<file path="config.mk">
export PLATFORM = sky130hd
export DESIGN_NAME = x2050_sign_scan
export DESIGN_NICKNAME = d
export VERILOG_FILES = /design/src/rtl/x2050_pkg.sv /design/src/rtl/x2050_dec_scan.sv /design/src/rtl/x2050_sign_scan.sv
export SDC_FILE = /design/constraint.sdc
export NUM_CORES = 1
export LEC_CHECK = 0
export BUFFER_PORTS_ARGS = -buffer_cell sky130_fd_sc_hd__buf_4
export CAP_MARGIN = 20
export CORE_MARGIN = 10
export CORE_UTILIZATION = 17
export CTS_CLUSTER_SIZE = 10
export DETAILED_ROUTE_END_ITERATION = 6
export HOLD_SLACK_MARGIN = 0.06
export PLACE_DENSITY = 0.8
export SLEW_MARGIN = 20
export SYNTH_ARGS = -nofsm -noshare
export SYNTH_HDL_FRONTEND = slang
export SYNTH_SLANG_ARGS = --single-unit
</file>
<file path="constraint.sdc">
create_clock -name i_clk -period 1.1 [get_ports i_clk]
set_clock_uncertainty 0.05 [all_clocks]
set_input_delay 0.11 -clock i_clk [delete_from_list [all_inputs] [get_ports i_clk]]
set_output_delay 0.11 -clock i_clk [all_outputs]
set_load 0.02 [all_outputs]
</file>
<file path="src/rtl/x2050_pkg.sv">
// Shared definitions for the 2050 sign-statistics slice: SS codes, scanner
// states and decimal sign-nibble classifiers.
package x2050_pkg;

    localparam logic [5:0] SS_SGN_5     = 6'd5;
    localparam logic [5:0] SS_SGN_6     = 6'd6;
    localparam logic [5:0] SS_SGN_7     = 6'd7;
    localparam logic [5:0] SS_LSGN_SET  = 6'd32;
    localparam logic [5:0] SS_LSGN_CLR  = 6'd33;
    localparam logic [5:0] SS_RSGN_SET  = 6'd34;
    localparam logic [5:0] SS_RSGN_CLR  = 6'd35;
    localparam logic [5:0] SS_LSGN_L0   = 6'd36;
    localparam logic [5:0] SS_RSGN_R0   = 6'd37;
    localparam logic [5:0] SS_RSGN_SCAN = 6'd38;

    typedef enum logic {
        ST_IDLE = 1'b0,
        ST_SCAN = 1'b1
    } scan_state_e;

    function automatic logic sign_negative(input logic [3:0] nib);
        return (nib == 4'hB) || (nib == 4'hD);
    endfunction

    function automatic logic sign_positive(input logic [3:0] nib);
        return (nib == 4'hA) || (nib == 4'hC) || (nib == 4'hE) || (nib == 4'hF);
    endfunction

    function automatic logic sign_invalid(input logic [3:0] nib);
        return (nib < 4'hA);
    endfunction

endpackage

</file>
<file path="src/rtl/x2050_dec_scan.sv">
// Multi-cycle packed-decimal field scanner, MSB nibble first.
// Present only when X2050_DECIMAL_SCAN_EN is defined; otherwise outputs are 0.
module x2050_dec_scan
    import x2050_pkg::*;
#(
    parameter int DATA_W      = 32,
    parameter int DIG_PER_CYC = 1
) (
    input  logic              i_clk,
    input  logic              i_reset,
    input  logic              i_start,
    input  logic [DATA_W-1:0] i_data,
    input  logic              i_has_sign,
    output logic              o_busy,
    output logic              o_done,
    output logic              o_zero,
    output logic              o_negative,
    output logic              o_invalid
);

`ifdef X2050_DECIMAL_SCAN_EN
    localparam int GRP_W = 4 * DIG_PER_CYC;
    localparam int N_GRP = DATA_W / GRP_W;
    localparam int CNT_W = (N_GRP > 1) ? $clog2(N_GRP) : 1;

    scan_state_e       state_q, state_d;
    logic [DATA_W-1:0] data_q;
    logic [CNT_W-1:0]  cnt_q;
    logic              has_sign_q, zero_acc_q, inv_acc_q;
    logic              zero_q, neg_q, inv_q, done_q;
    logic              last_grp_s, grp_nonzero_s, grp_inv_s, grp_neg_s;
    logic [3:0]        nib_s;

    assign last_grp_s = (cnt_q == CNT_W'(N_GRP - 1));

    // State register
    always_ff @(posedge i_clk or posedge i_reset) begin
        if (i_reset) state_q <= ST_IDLE;
        else         state_q <= state_d;
    end

    // Next-state logic; a start while scanning is simply not looked at
    always_comb begin
        state_d = state_q;
        case (state_q)
            ST_IDLE: if (i_start)    state_d = ST_SCAN; else state_d = ST_IDLE;
            ST_SCAN: if (last_grp_s) state_d = ST_IDLE; else state_d = ST_SCAN;
            default: state_d = ST_IDLE;
        endcase
    end

    // Output decode
    always_comb begin
        o_busy = (state_q == ST_SCAN);
    end

    // Classify the current group; the sign is the last nibble of the last group
    always_comb begin
        grp_nonzero_s = 1'b0;
        grp_inv_s     = 1'b0;
        grp_neg_s     = 1'b0;
        nib_s         = 4'd0;
        for (int j = 0; j < DIG_PER_CYC; j++) begin
            nib_s = data_q[DATA_W-1-4*j -: 4];
            if (last_grp_s && has_sign_q && (j == DIG_PER_CYC - 1)) begin
                grp_neg_s = sign_negative(nib_s);
                grp_inv_s = grp_inv_s | sign_invalid(nib_s);
            end else begin
                grp_inv_s     = grp_inv_s | (nib_s > 4'd9);
                grp_nonzero_s = grp_nonzero_s | (nib_s != 4'd0);
            end
        end
    end

    // Operand shifter, accumulators and result registers
    always_ff @(posedge i_clk or posedge i_reset) begin
        if (i_reset) begin
            data_q     <= {DATA_W{1'b0}};
            cnt_q      <= {CNT_W{1'b0}};
            has_sign_q <= 1'b0;
            zero_acc_q <= 1'b0;
            inv_acc_q  <= 1'b0;
            zero_q     <= 1'b0;
            neg_q      <= 1'b0;
            inv_q      <= 1'b0;
            done_q     <= 1'b0;
        end else begin
            done_q <= 1'b0;
            if (state_q == ST_IDLE) begin
                if (i_start) begin
                    data_q     <= i_data;
                    has_sign_q <= i_has_sign;
                    cnt_q      <= {CNT_W{1'b0}};
                    zero_acc_q <= 1'b1;
                    inv_acc_q  <= 1'b0;
                end
            end else begin
                data_q     <= data_q << GRP_W;
                zero_acc_q <= zero_acc_q & ~grp_nonzero_s;
                inv_acc_q  <= inv_acc_q | grp_inv_s;
                if (last_grp_s) begin
                    cnt_q  <= {CNT_W{1'b0}};
                    zero_q <= zero_acc_q & ~grp_nonzero_s;
                    neg_q  <= grp_neg_s;
                    inv_q  <= inv_acc_q | grp_inv_s;
                    done_q <= 1'b1;
                end else begin
                    cnt_q <= cnt_q + CNT_W'(1);
                end
            end
        end
    end

    assign o_done     = done_q;
    assign o_zero     = zero_q;
    assign o_negative = neg_q;
    assign o_invalid  = inv_q;
`else
    logic unused_scan_s;
    assign unused_scan_s = ^{i_clk, i_reset, i_start, i_data, i_has_sign};
    assign o_busy     = 1'b0;
    assign o_done     = 1'b0;
    assign o_zero     = 1'b0;
    assign o_negative = 1'b0;
    assign o_invalid  = 1'b0;
`endif

endmodule

</file>
<file path="src/rtl/x2050_sign_scan.sv">
// 2050 R/L sign statistics driven by the SS micro-order field, plus the
// decimal field scanner (enabled by X2050_DECIMAL_SCAN_EN).
module x2050_sign_scan
    import x2050_pkg::*;
#(
    parameter int DATA_W      = 32,
    parameter int DIG_PER_CYC = 1
) (
    input  logic              i_clk,
    input  logic              i_reset,
    input  logic              i_ros_advance,
    input  logic [5:0]        i_ss,
    input  logic [DATA_W-1:0] i_r_reg,
    input  logic [DATA_W-1:0] i_l_reg,
    input  logic [7:0]        i_w_reg,
    input  logic [7:0]        i_u,
    input  logic              i_scan_start,
    input  logic [DATA_W-1:0] i_scan_data,
    input  logic              i_scan_has_sign,
    output logic              o_r_sign_stat,
    output logic              o_l_sign_stat,
    output logic              o_invalid_decimal_ss,
    output logic              o_scan_busy,
    output logic              o_scan_done,
    output logic              o_scan_zero,
    output logic              o_scan_negative,
    output logic              o_scan_invalid
);

    logic r_sign_q, r_sign_d, l_sign_q, l_sign_d;
    logic u_neg_s, u_inv_s, w_pos_s, ss_sgn56_s;
    logic unused_bits_s;

    assign u_neg_s       = sign_negative(i_u[3:0]);
    assign u_inv_s       = sign_invalid(i_u[3:0]);
    assign w_pos_s       = sign_positive(i_w_reg[3:0]);
    assign ss_sgn56_s    = (i_ss == SS_SGN_5) || (i_ss == SS_SGN_6);
    assign unused_bits_s = ^{i_r_reg[DATA_W-2:0], i_l_reg[DATA_W-2:0], i_w_reg[7:4], i_u[7:4]};

    x2050_dec_scan #(
        .DATA_W      (DATA_W),
        .DIG_PER_CYC (DIG_PER_CYC)
    ) u_scan (
        .i_clk      (i_clk),
        .i_reset    (i_reset),
        .i_start    (i_scan_start),
        .i_data     (i_scan_data),
        .i_has_sign (i_scan_has_sign),
        .o_busy     (o_scan_busy),
        .o_done     (o_scan_done),
        .o_zero     (o_scan_zero),
        .o_negative (o_scan_negative),
        .o_invalid  (o_scan_invalid)
    );

    // SS decode into next sign-stat values; stats move only on a ROS advance
    always_comb begin
        r_sign_d = r_sign_q;
        l_sign_d = l_sign_q;
        if (i_ros_advance) begin
            case (i_ss)
                SS_SGN_5:    begin r_sign_d = u_neg_s & ~r_sign_q; l_sign_d = u_neg_s; end
                SS_SGN_6:    r_sign_d = u_neg_s & ~r_sign_q;
                SS_SGN_7:    begin r_sign_d = ~u_inv_s; l_sign_d = l_sign_q & ~w_pos_s; end
                SS_LSGN_SET: l_sign_d = 1'b1;
                SS_LSGN_CLR: l_sign_d = 1'b0;
                SS_RSGN_SET: r_sign_d = 1'b1;
                SS_RSGN_CLR: r_sign_d = 1'b0;
                SS_LSGN_L0:  l_sign_d = i_l_reg[DATA_W-1];
                SS_RSGN_R0:  r_sign_d = i_r_reg[DATA_W-1];
`ifdef X2050_DECIMAL_SCAN_EN
                SS_RSGN_SCAN: if (!o_scan_busy) r_sign_d = o_scan_negative; else r_sign_d = r_sign_q;
`endif
                default:     begin r_sign_d = r_sign_q; l_sign_d = l_sign_q; end
            endcase
        end else begin
            r_sign_d = r_sign_q;
            l_sign_d = l_sign_q;
        end
    end

    // Sign-stat registers
    always_ff @(posedge i_clk or posedge i_reset) begin
        if (i_reset) begin
            r_sign_q <= 1'b0;
            l_sign_q <= 1'b0;
        end else begin
            r_sign_q <= r_sign_d;
            l_sign_q <= l_sign_d;
        end
    end

    assign o_r_sign_stat = r_sign_q;
    assign o_l_sign_stat = l_sign_q;

`ifdef X2050_DECIMAL_SCAN_EN
    assign o_invalid_decimal_ss = (ss_sgn56_s & u_inv_s) |
                                  ((i_ss == SS_RSGN_SCAN) & ~o_scan_busy & o_scan_invalid);
`else
    assign o_invalid_decimal_ss = ss_sgn56_s & u_inv_s;
`endif

endmodule

</file>
==> results of run 1 <==
[cell families (layout without fill, tap and decap cells)]
kind of cell / after synthesis / in the layout / synth area share [%]
DFF: 2 / 2 / 13.20
and+or+nand+nor: 17 / 17 / 25.41
muxes: 1 / 1 / 2.640
buffers and inverters: 13 / 34 / 22.44
other: 1 / 5 / 0.9891
AOI/OAI and AO/OA: 15 / 15 / 28.05
xor gates and xnor gates: 2 / 2 / 4.621
adders and majority gates: 1 / 1 / 2.640
[layout by cell type (no fill, tap or decap), types with 2 or more instances in the layout]
master	instances
buf_4	25
dfrtp_1	2
o221ai_1	2
nand3_1	4
inv_1	4
o21ai_0	2
nand2_1	4
conb_1	5
clkbuf_4	3
a21oi_1	4
[area by class of cell]
class	count	share of cell area, %
multi-input combinational	41	47.00
inverter	4	2.400
clock buffer	3	3.600
tap	28	5.600
sequential	2	8.000
timing repair buffer	27	33.40
[Yosys cell counts (2+ instances only)]
| master | count |
|---|---|
| a21oi_1 | 4 |
| buf_2 | 2 |
| buf_4 | 5 |
| buf_6 | 2 |
| dfrtp_1 | 2 |
| inv_1 | 4 |
| nand2_1 | 4 |
| nand2b_1 | 2 |
| nand3_1 | 4 |
| o21ai_0 | 3 |
| o221ai_1 | 2 |
[registers in the layout (all words and copies together), names as in the netlist]
| register | cells |
|---|---|
| o_r_sign_stat | 1 |
| o_l_sign_stat | 1 |
[per-stage QoR]
| stage | TNS (ns) | util, % | setup slack [ns] |
|---|---|---|---|
| floorplan | 0 | - | 0.01468 |
| global placement | -0.07335 | 26.59 | -0.06133 |
| detailed placement | -0.1188 | 26.59 | -0.08849 |
| CTS | 0 | 28.60 | 0.01019 |
| global route | 0 | 28.84 | 0.002167 |
| finish | 0 | 28.84 | 0.06245 |
[final timing paths]
check | slack (ns) | endpoint | cells after the start
worst min-delay path | 0.21 | o_l_sign_stat | 4
worst min register to register | 0.49 | o_l_sign_stat | 2
worst max register to register | 0.26 | o_r_sign_stat | 3
worst max-delay path | 0.06 | o_invalid_decimal_ss | 4
min in group asynchronous | 0.25 | o_l_sign_stat | 3
max in group asynchronous | 0.64 | o_r_sign_stat | 3
[critical path: cells and delay by family]
kind / cells / cell delay (ns)
buffers and inverters: 2 / 0.34
AND/OR/NAND/NOR: 1 / 0.27
XOR/XNOR: 1 / 0.16
[power by group through the flow]
stage / clock network (mW) / logic (mW) / registers [mW]
2_1_floorplan: 0 / 0.119 / 0.105
3_3_place_gp: 0 / 0.199 / 0.0934
3_5_place_dp: 0 / 0.208 / 0.0940
4_1_cts: 0.167 / 0.215 / 0.0937
5_1_grt: 0.177 / 0.242 / 0.0958
6_report: 0.157 / 0.219 / 0.0937
[timing repair]
action | 4_1_cts | 5_1_grt
resized for setup | 2 | 3
hold endpoints to repair | 2 | 0
pin swaps | 1 | 1
endpoints found under the setup margin | 1 | 1
hold buffers | 1 | 0
[layer usage]
layer	vias to the layer above	part of all wire (%)	global-route usage (%)	routed length (um)
li1	226	-	-	-
met1	210	42	6.314	558
met2	19	49	10.19	647
met3	2	7.1	2.149	94
met4	0	1.1	3.590	15
met5	-	0	0	0
==> flow_summary.yaml, run 1 <==
detailed_routing:
  via_count: 457
  wl_per_cell_um: 12.52
  drc: 0
  first_iter_violations: 4
  via_per_inst: 4.352
  wl_um: 1315
  ant_nets: 0
  dr.pass1.iters: 2
grt:
  grt_util_all_layers_pct: 6.025
  overflow: 0
  grt_max_degree: 12
  grt_pass1_vias: 534
  antenna_found_initial: 0
  grt_pass1_wl_um: 2159
yosys:
  synthFlopType: "dfrtp_1"
  syn_area_per_cell_um2: 7.291
  yosysSeqAreaShare_pct: 13.20
  synth_area_leaders: "dfrtp_1 (13%), buf_4 (9.9%), buf_6 (5.9%), a21oi_1 (5.3%), nand3_1 (5.3%)"
  synth_seq_cells: 2
  synth_top_area_share_pct: 13.20
  synthDistinctLibCells: 29
  synth_edf_count: 0
  netlist_area_um2: 379.1
  synth_async_sr_flop_share_pct: 100.0
  syn_inst: 52
  yosys_warnings: 0
  yosys.area.top_type: "dfrtp_1"
clock_network:
  clk_latency_ns: 0.22
  cts_tree: "yes"
  cts_root_buffer: "clkbuf_4"
  cts_setup_buffers: 0
  clk_path_buf_depth: 2
  cts_buffers: 3
  clk_pin_slew_ns: 0.03
  htreeDepth: 1
  cts.sink_count: 2
sta:
  max_freq_mhz: 963.8
  period_share_pct: 94.32
  slew_viol_final: 0
  rsz0062_at_grt: "no"
  hold_viol: 0
  hold_ws_ns: 0.2069
  period_minus_slack_ns: 1.038
  setup_violations: 0
setup_path:
  startpoint_type: "input port"
  startpoint: "i_ss[1]"
  r2r-start: "o_r_sign_stat"
  path_cells: "buf_4 > xnor2_2 > nor4bb_4 > buf_4"
  crit_type: "input port to primary output"
  path_max_fanout: 11
  cp_slowest_stage_delay_ns: 0.27
  cp_data_arrival_time_ns: 0.88
  crit_top_cell: "buf_4"
  cp_slowest_cell: "nor4bb_4"
  cp-end-kind: "primary output"
  worstPathRequired_ns: 0.94
pwr:
  combPwrFrac_pct: 46.6
  vdd_ir_drop_max_mv: 0.4857
  power_frac_seq_pct: 19.9
  p_sw_share_pct: 32.35
  p_per_area_nw_per_um2: 751.4
  intPower_mw: 0.3180
  p_total_mw: 0.4701
  p_clk_share_pct: 33.5
  switchingPower_mw: 0.1521
  cellLeakagePower_nw: 0.2975
placed_design:
  gp_congestion: 0.8010
  dp.cells: 102
  io_buffers: 21
  dpl-instance-area_um2: 576.8
layout:
  seqCellArea_um2: 50.05
  finalNonFillerCells: 105
  drive_gt1_share_pct: 45.45
  multi_input_area_um2: 294.0
  nets: 202
  synthToLayoutAreaGrowth_pct: 65.02
  n_fill_cell: 245
  antenna_cells: 0
  stdcell_area_um2: 625.6
hold_path:
  hp-class: "input port to flip-flop"
  min_from: "i_w_reg[3]"
die:
  rows: 17
  pin_count: 131
  die_h_um: 67.23
  die_x_um: 67.23
  core-area_um2: 2170
  die_area_um2: 4519
  start_util_pct: 17.47
run:
  drv_cap: 0
status:
  outcome: "complete, no violations"
Note: power is estimated with default switching activity, not from simulation.
==> run 2: changes to the inputs <==
CORE_ASPECT_RATIO = 1.25   (was default)
SLEW_MARGIN = 30   (was 20)
SYNTH_HIERARCHICAL = 1   (was default)
==> run 2 against run 1 <==
Against the previous run:
- setup slack better by 0.0013 ns
- critical endpoint unchanged
- final area down 1.2%
- sequential share of layout area up 0.097 points
- area after synthesis unchanged
- register-to-register slack about the same
- sequential cell count unchanged
==> flow_summary.yaml, run 2 <==
die:
  die_area_um2: 4531
  pin_count: 131
  core-area_um2: 2163
  die_h_um: 72.80
  start_util_pct: 17.52
  rows: 19
  die_x_um: 62.24
yosys:
  synth_area_leaders: "dfrtp_1 (13%), buf_4 (9.9%), buf_6 (5.9%), a21oi_1 (5.3%), nand3_1 (5.3%)"
  synth_seq_cells: 2
  netlist_area_um2: 379.1
  ys_top_cells_by_count: "buf_4 (5), a21oi_1 (4), inv_1 (4), nand2_1 (4), nand3_1 (4)"
  yosys_warnings: 6
  yosysMostFrequentCell: "buf_4"
  synth_async_sr_flop_share_pct: 100.0
  yosys.area.top_type: "dfrtp_1"
  syn_area_per_cell_um2: 7.291
  synth_top_area_share_pct: 13.20
  yosysSeqAreaShare_pct: 13.20
  synth_edf_count: 0
  synthFlopType: "dfrtp_1"
  synthDistinctLibCells: 29
  syn_inst: 52
layout:
  nets: 202
  layout_common_cells: "buf_4 (26), conb_1 (5)"
  drive_gt1_share_pct: 44.16
  synthToLayoutAreaGrowth_pct: 63.04
  finalNonFillerCells: 108
  stdcell_area_um2: 618.1
  antenna_cells: 0
  final_common_cell: "buf_4"
sta:
  slew_viol_final: 0
  period_minus_slack_ns: 1.036
  hold_viol: 0
  max_freq_mhz: 965.0
  period_share_pct: 94.21
  setup_violations: 0
  rsz0062_at_grt: "no"
detailed_routing:
  first_iter_violations: 16
  wl_um: 1276
  wl_per_cell_um: 11.81
  ant_nets: 0
  via_count: 463
  drc: 0
  via_per_inst: 4.287
  dr.pass1.iters: 4
placed_design:
  dpl-instance-area_um2: 580.6
  io_buffers: 21
  gp_congestion: 0.7948
  hpwl_um: 1110
  dp.cells: 105
setup_path:
  cp_top_family: "buffers and inverters"
  cp_data_arrival_time_ns: 0.88
  cp-end-kind: "primary output"
  crit_type: "input port to primary output"
  path_cells: "buf_4 > nor2_4 > buf_4 > nor4bb_4 > buf_4"
  reg2reg_slack_ns: 0.25
  cp_slowest_cell: "nor4bb_4"
  cp_slowest_stage_delay_ns: 0.26
  cp_num_buf_inv: 3
  r2r-start: "o_r_sign_stat"
  startpoint_type: "input port"
  path_max_fanout: 2
  worstPathRequired_ns: 0.94
  r2r_cells: 3
  crit_top_cell: "buf_4"
  reg2reg_to: "o_r_sign_stat"
hold_path:
  hp-class: "input port to flip-flop"
  worstHoldEndpoint: "o_l_sign_stat"
  min_from: "i_w_reg[3]"
  hold_path_depth: 4
pwr:
  intPower_mw: 0.3147
  p_total_mw: 0.4666
  vdd_ir_drop_max_mv: 0.4618
  p_clk_share_pct: 34.5
  power_frac_seq_pct: 20.0
  p_sw_share_pct: 32.57
  combPwrFrac_pct: 45.5
  p_per_area_nw_per_um2: 754.9
  switchingPower_mw: 0.1520
  cellLeakagePower_nw: 0.2908
clock_network:
  htreeDepth: 1
  clk_pin_slew_ns: 0.03
  cts_buffers: 3
  cts_tree: "yes"
  cts.sink_count: 2
  cts_setup_buffers: 0
  clk_path_buf_depth: 2
  cts_root_buffer: "clkbuf_4"
  clk_latency_ns: 0.22
grt:
  grt_pass1_wl_um: 2125
  grt_pass1_vias: 547
  grt_util_all_layers_pct: 5.592
  antenna_found_initial: 0
  grt_max_degree: 12
  overflow: 0
run:
  drv_cap: 0
status:
  outcome: "complete, no violations"
run 2: cell counts after synthesis:
Identical to the previous run, type by type.
run 2: repair_timing:
item	CTS	global route
gates resized for setup	1	2
endpoints found under the hold margin	2	0
setup endpoints to repair	1	1
hold buffers	1	0
pin swaps	0	1
run 2: cell families (layout without fill, tap and decap cells):
| kind of cell | Yosys count | in the layout | synth area share [%] |
|---|---|---|---|
| buf+inv | 13 | 34 | 22.44 |
| flops | 2 | 2 | 13.20 |
| fa+ha+maj | 1 | 1 | 2.640 |
| other cells | 1 | 5 | 0.9891 |
| mux | 1 | 1 | 2.640 |
| simple gates | 17 | 17 | 25.41 |
| compound gates | 15 | 15 | 28.05 |
| xor+xnor | 2 | 2 | 4.621 |
run 2: how the worst max path moves through the flow:
stage / depth (start not counted) / start / end
after detailed placement: 5 / i_ss[2] / o_r_sign_stat
after CTS: 5 / i_ss[5] / o_invalid_decimal_ss
after floorplan: 5 / i_ss[5] / o_r_sign_stat
final: 5 / i_ss[3] / o_invalid_decimal_ss
after global routing: 4 / i_ss[1] / o_invalid_decimal_ss
after global placement: 5 / i_ss[2] / o_r_sign_stat
run 2: routing by layer:
metal / GRT usage, % / up-vias / share of wire, %
met4: 3.562 / 0 / 0
met1: 6.050 / 212 / 43
met3: 2.151 / 0 / 7.8
li1: - / 228 / -
met5: 0 / - / 0
met2: 9.018 / 23 / 49
run 2: tightest hold or removal path, stage by stage:
cell	delay [ns]
buf_4	0.08
a21oi_1	0.05
o21ai_0	0.14
nand2_1	0.06
run 2: layout make-up:
type	instances	area, um2
Fill cell	233	1545
Multi-Input combinational cell	41	286.5
Timing Repair Buffer	27	205.2
Sequential cell	2	50.05
Tap cell	31	38.79
Clock buffer	3	22.52
Inverter	4	15.01
run 2: power groups by stage:
| stage | Clock, mW | Combinational (mW) | Sequential [mW] |
|---|---|---|---|
| finish | 0.161 | 0.212 | 0.0932 |
| global route | 0.174 | 0.234 | 0.0957 |
| CTS | 0.174 | 0.213 | 0.0937 |
| detailed placement | 0 | 0.207 | 0.0941 |
| global placement | 0 | 0.200 | 0.0936 |
| floorplan | 0 | 0.119 | 0.105 |
run 2: metrics by stage:
step                      utilization, %  setup slack, ns  setup TNS (ns)  hold WS [ns]
after floorplan                        -          0.01468               0       -0.1988
after global placement             26.84         -0.05571        -0.06522      -0.07888
after detailed placement           26.84         -0.08632         -0.1095      -0.07728
after CTS                          28.69         0.002580               0        0.2021
after global routing               28.57          0.01044               0        0.2640
final                              28.57          0.06372               0        0.2048
